===== src/rtl/pipe_front_regs.sv =====
// Front-end pipeline registers: the PC, the IF/ID and ID/EX stages, and a bubble counter.
// The stall, flush and redirect inputs act only at the clock edge. pc_plus4_f is the only combinational output.
module pipe_front_regs (
  input  logic        clk,
  input  logic        reset,
  // hazard control
  input  logic        stall_f,
  input  logic        stall_d,
  input  logic        flush_d,
  input  logic        flush_e,
  // redirect
  input  logic        pc_src_e,
  input  logic [31:0] pc_target_e,
  // fetch
  input  logic [31:0] instr_f,
  output logic [31:0] pc_f,
  output logic [31:0] pc_plus4_f,
  // IF/ID
  output logic [31:0] instr_d,
  output logic [31:0] pc_d,
  output logic [31:0] pc_plus4_d,
  output logic        valid_d,
  // decode
  input  logic [31:0] rd1_d,
  input  logic [31:0] rd2_d,
  input  logic [31:0] imm_ext_d,
  input  logic [4:0]  rs1_d,
  input  logic [4:0]  rs2_d,
  input  logic [4:0]  rd_d,
  input  logic        regwrite_d,
  input  logic        memwrite_d,
  input  logic        jump_d,
  input  logic        branch_d,
  input  logic        alu_src_d,
  input  logic [1:0]  result_src_d,
  input  logic [2:0]  alu_ctrl_d,
  // ID/EX
  output logic [31:0] rd1_e,
  output logic [31:0] rd2_e,
  output logic [31:0] imm_ext_e,
  output logic [4:0]  rs1_e,
  output logic [4:0]  rs2_e,
  output logic [4:0]  rd_e,
  output logic        regwrite_e,
  output logic        memwrite_e,
  output logic        jump_e,
  output logic        branch_e,
  output logic        alu_src_e,
  output logic [1:0]  result_src_e,
  output logic [2:0]  alu_ctrl_e,
  output logic [31:0] pc_e,
  output logic [31:0] pc_plus4_e,
  output logic        valid_e,
  output logic [15:0] bubble_cnt
);

  localparam int unsigned XLEN  = 32;
  localparam int unsigned CNT_W = 16;
  localparam logic [XLEN-1:0]  NOP_INSTR = XLEN'(32'h0000_0013);
  localparam logic [CNT_W-1:0] CNT_MAX   = {CNT_W{1'b1}};

  logic [XLEN-1:0] pc_next;
  logic            pc_load;
  logic            bubble_e;

  assign pc_plus4_f = pc_f + XLEN'(4);
  assign pc_next    = pc_src_e ? pc_target_e : pc_plus4_f;
  // A redirect must not be lost, so it loads the PC even while fetch is stalled.
  assign pc_load    = ~stall_f | pc_src_e;
  assign bubble_e   = flush_e | ~valid_d;

  // Program counter
  always_ff @(posedge clk or posedge reset) begin
    if (reset) begin
      pc_f <= '0;
    end else if (pc_load) begin
      pc_f <= pc_next;
    end
  end

  // IF/ID register; flush takes priority over stall
  always_ff @(posedge clk or posedge reset) begin
    if (reset) begin
      instr_d    <= NOP_INSTR;
      pc_d       <= '0;
      pc_plus4_d <= '0;
      valid_d    <= 1'b0;
    end else if (flush_d) begin
      instr_d    <= NOP_INSTR;
      pc_d       <= '0;
      pc_plus4_d <= '0;
      valid_d    <= 1'b0;
    end else if (!stall_d) begin
      instr_d    <= instr_f;
      pc_d       <= pc_f;
      pc_plus4_d <= pc_plus4_f;
      valid_d    <= 1'b1;
    end
  end

  // ID/EX register; it either loads or clears on every edge and never holds
  always_ff @(posedge clk or posedge reset) begin
    if (reset) begin
      rd1_e        <= '0;
      rd2_e        <= '0;
      imm_ext_e    <= '0;
      rs1_e        <= '0;
      rs2_e        <= '0;
      rd_e         <= '0;
      regwrite_e   <= 1'b0;
      memwrite_e   <= 1'b0;
      jump_e       <= 1'b0;
      branch_e     <= 1'b0;
      alu_src_e    <= 1'b0;
      result_src_e <= '0;
      alu_ctrl_e   <= '0;
      pc_e         <= '0;
      pc_plus4_e   <= '0;
      valid_e      <= 1'b0;
    end else if (flush_e) begin
      rd1_e        <= '0;
      rd2_e        <= '0;
      imm_ext_e    <= '0;
      rs1_e        <= '0;
      rs2_e        <= '0;
      rd_e         <= '0;
      regwrite_e   <= 1'b0;
      memwrite_e   <= 1'b0;
      jump_e       <= 1'b0;
      branch_e     <= 1'b0;
      alu_src_e    <= 1'b0;
      result_src_e <= '0;
      alu_ctrl_e   <= '0;
      pc_e         <= '0;
      pc_plus4_e   <= '0;
      valid_e      <= 1'b0;
    end else begin
      rd1_e        <= rd1_d;
      rd2_e        <= rd2_d;
      imm_ext_e    <= imm_ext_d;
      rs1_e        <= rs1_d;
      rs2_e        <= rs2_d;
      rd_e         <= rd_d;
      regwrite_e   <= regwrite_d;
      memwrite_e   <= memwrite_d;
      jump_e       <= jump_d;
      branch_e     <= branch_d;
      alu_src_e    <= alu_src_d;
      result_src_e <= result_src_d;
      alu_ctrl_e   <= alu_ctrl_d;
      pc_e         <= pc_d;
      pc_plus4_e   <= pc_plus4_d;
      valid_e      <= valid_d;
    end
  end

  // Counts edges where ID/EX receives a bubble: a flush, or an invalid IF/ID slot. Saturates.
  always_ff @(posedge clk or posedge reset) begin
    if (reset) begin
      bubble_cnt <= '0;
    end else if (bubble_e && (bubble_cnt != CNT_MAX)) begin
      bubble_cnt <= bubble_cnt + CNT_W'(1);
    end
  end

endmodule


===== config.mk =====
export PLATFORM = sky130hd
export DESIGN_NAME = pipe_front_regs
export DESIGN_NICKNAME = d
export VERILOG_FILES = /design/src/rtl/pipe_front_regs.sv
export SDC_FILE = /design/constraint.sdc
export NUM_CORES = 1
export LEC_CHECK = 0
export CORE_AREA = 2 2 216 218
export CTS_CLUSTER_SIZE = 30
export DETAILED_ROUTE_END_ITERATION = 10
export DIE_AREA = 0 0 218 220
export SETUP_SLACK_MARGIN = 0.1
export SYNTH_ARGS = -nofsm -noshare
export SYNTH_HDL_FRONTEND = slang
export SYNTH_SLANG_ARGS = --single-unit

===== constraint.sdc =====
create_clock -name clk -period 29.2 [get_ports clk]
set_clock_uncertainty 0.05 [all_clocks]
set_input_delay 4.38 -clock clk [delete_from_list [all_inputs] [get_ports clk]]
set_output_delay 4.38 -clock clk [all_outputs]
set_load 0.02 [all_outputs]

==> implementation parameters <==
Parameter                              Value

Run status
  Status    finished, final reports clean

Timing
  Setup repair after global routing missed its margin    false
  Final critical path time including I/O delays and setup    7.993 ns
  Count of final setup violators    0
  Share of the clock period used by the worst path after layout    0.2737
  Final sum of negative setup slack    0 ns
  Count of final hold-check violations    0
  Highest clock rate    125.1 MHz
  Worst-margin pin slew    1.016 ns
  Worst relative slew slack    0.3228
  Final count of pins violating max slew    0

Layout
  Post-synthesis to final-layout area growth    56.81%
  Top library cells by usage in the layout, fill and taps aside    clkdlybuf4s50_1 (551), dfrtp_1 (324), nor2b_1 (184)
  Cell Count, Final, Fillers Out    roughly 2300
  Design area    between 0.02 and 0.025 mm2
  Layout cells sized above 1    0.05508
  Final Net Count    1817
  Antenna diode instance count    0
  Final Util    0.4432
  Commonest non-fill, non-tap cell in the layout    clkdlybuf4s50_1

Power
  Overall power consumption    1.259 mW
  PwrDens    between 60 and 70 mW/mm2
  Worst IR drop on VDD    0.04828 mV
  Static leakage power    about 8.7 nW

Global route
  Grt ovf    0
  Maximum number of pins on one net before global-route repair    between 150 and 200
  Overall routing resource usage    0.1907
  Global-route wire length before repair    between 60 and 70 mm
  Antenna violations before repair    0
  Via count of the first global-routing pass    around 10000

Synth
  Cell type with the highest aggregate area in the netlist    dfrtp_1
  Cell Area, Synth    0.01296 mm2
  Share of synthesized registers carrying an async set or reset    1.000
  Area fraction of the dominant cell type after synthesis    0.6254
  Avg Synthesized Cell Area    11.75 um2
  Post-Syn Instances    roughly 1100
  Dominant synthesized flop cell    dfrtp_1
  Netlist cell types    55
  Total of warnings raised by yosys    0
  Number of nets produced by synthesis    between 1000 and 1500
  Sequential cell area fraction in the yosys report    0.6315
  Leading post-synthesis cells by cell area    dfrtp_1 (63%), nor2b_1 (8.9%), mux2i_1 (4.9%), nor2_1 (2.9%), nand2_1 (1.6%)
  Register bit total from synthesis    327
  Post-synth EDFFs    0

Placement
  Number of placed instances with taps included    around 2200
  Post-DP Area    0.01898 mm2
  GPL Wtd Cong    ~0.93
  Final HPWL DP    34.40 mm
  Buffers added on ports    ~550

Critical path
  Required time of the critical path    24.77 ns
  Critical-path cell list    ha_1, nand4_1, or4_1, nor4_1, xor2_1, clkdlybuf4s50_1
  Crit path max-delay cell type    clkdlybuf4s50_1
  Family with the most delay on the worst path    simple AND/OR/NAND/NOR gates
  CP bufs+invs    1
  Longest individual stage delay on the worst path    0.66 ns
  Largest fanout on the critical path    8
  CP startpoint kind    flop
  Category of the most critical setup path    reg2out
  Element type at the critical path end    output pin
  Worst EP arrival    roughly 3.6 ns

Detailed routing
  DR iter-0 viols    680
  DRC violations left    0
  Via count    10440
  Detail-routed net length per standard cell    ~21 um
  Pre-antenna DRT Iters    5
  Antenna Nets Post-Route    0
  Wirelength, routed    47.06 mm
  Detailed-route vias per instance    4.622

Clock network
  TritonCTS clock tree    built
  Worst-Skew Late Latency    0.55 ns
  Total number of clock tree sinks    327
  CTS hold repair buffers    0
  Number of buffers created by CTS    39
  Library cell used as clock root buffer    clkbuf_16
  Clock-pin slew on the worst setup and hold paths    0.06 ns
  Number of buffers inserted by post-CTS setup repair    0
  Buffer levels on the longest clock path    3
  Resized cells post-CTS    0
  CTS H-tree lvls    2

Hold path
  Worst min-delay path class    reg2reg

Die
  # IOs    555
  Site Rows    79
  Horizontal extent of the die    around 220 um
  Die Area    0.04796 mm2
  Core ar.    0.04586 mm2
  Starting density of the core    0.2827
  Die Ht    about 220 um

Flow run
  Count of max-cap constraint violations    0
state kept, by name, summed over array words and instances, names as in the netlist, 32 cells and up:
| signal | cells |
|---|---|
| rd1_e | 32 |
| rd2_e | 32 |
| instr_d | 32 |
| imm_ext_e | 32 |
| pc_plus4_e | 32 |
| pc_d | 32 |
| pc_f | 32 |
cells by family (layout without fill, tap and decap cells):
kind of cell,after synthesis,after routing,share of synthesized area
compound gates,109,109,0.05926
xor+xnor,41,41,0.02770
fa+ha+maj,2,2,0.001930
buf+inv,95,644,0.03146
flops,327,327,0.6315
mux,67,67,0.05202
simple gates,462,462,0.1961
area by class of cell:
class / instances / area (um2)
Fill cell: 4288 / 25540
Sequential cell: 327 / 8187
Timing Repair Buffer: 561 / 5607
Multi-Input combinational cell: 681 / 4369
Clock buffer: 59 / 1184
Tap cell: 607 / 759.5
Clock inverter: 11 / 166.4
Inverter: 13 / 56.30
where the power goes:
| part | switching, mW | internal (mW) | total [mW] |
|---|---|---|---|
| Combinational | 0.123 | 0.113 | 0.236 |
| Clock | 0.192 | 0.315 | 0.507 |
| Sequential | 0.0315 | 0.485 | 0.516 |
through the flow:
step           hold WS (ns)  worst slack (ns)
2_1_floorplan        0.5269             15.72
3_3_place_gp         0.4400             21.83
3_5_place_dp         0.4430             21.79
4_1_cts              0.4605             21.18
5_1_grt              0.5027             21.01
6_report             0.4602             21.21
worst register-to-register path, stage by stage (launching register included):
cell	delay (ns)
dfrtp_1	0.51
ha_1	0.37
nand4_1	0.29
or3_1	0.58
or4_1	0.55
a311oi_1	0.29
worst paths after layout:
check	start	to	slack, ns	depth (start not counted)
setup / recovery	pc_f[2]$_DFFE_PP0N_	pc_plus4_f[30]	21.21	6
hold / removal	bubble_cnt[7]$_DFFE_PP0P_	bubble_cnt[7]$_DFFE_PP0P_	0.46	1
setup reg to reg	pc_f[2]$_DFFE_PP0N_	pc_plus4_d[24]$_DFFE_PP0P_	26.46	5
hold reg to reg	bubble_cnt[7]$_DFFE_PP0P_	bubble_cnt[7]$_DFFE_PP0P_	0.46	1
max in group asynchronous	reset	rd1_e[9]$_DFF_PP0_	23.22	3
min in group asynchronous	reset	rd1_e[10]$_DFF_PP0_	4.25	2
Yosys cell counts, types with 11 or more instances:
cell type and instances:
a21oi_1 13, a31oi_1 14, buf_1 11, buf_2 16, clkbuf_1 46, dfrtp_1 324, mux2i_1 64, nand2_1 55
nand3_1 17, nand4_1 13, nor2_1 100, nor2b_1 184, nor4_1 20, o21a_1 19, o21ai_0 18, o31ai_1 15
or4_1 18, xnor2_1 23, xor2_1 18
layer usage:
layer / vias to the layer above / global-route usage / wire [um]
met5: - / 0 / 0
met3: 51 / 0.05190 / 3660
li1: 4748 / - / -
met1: 5228 / 0.2421 / 19480
met2: 414 / 0.3231 / 23210
met4: 0 / 0.04422 / 705
Note: power is estimated with default switching activity, not from simulation.
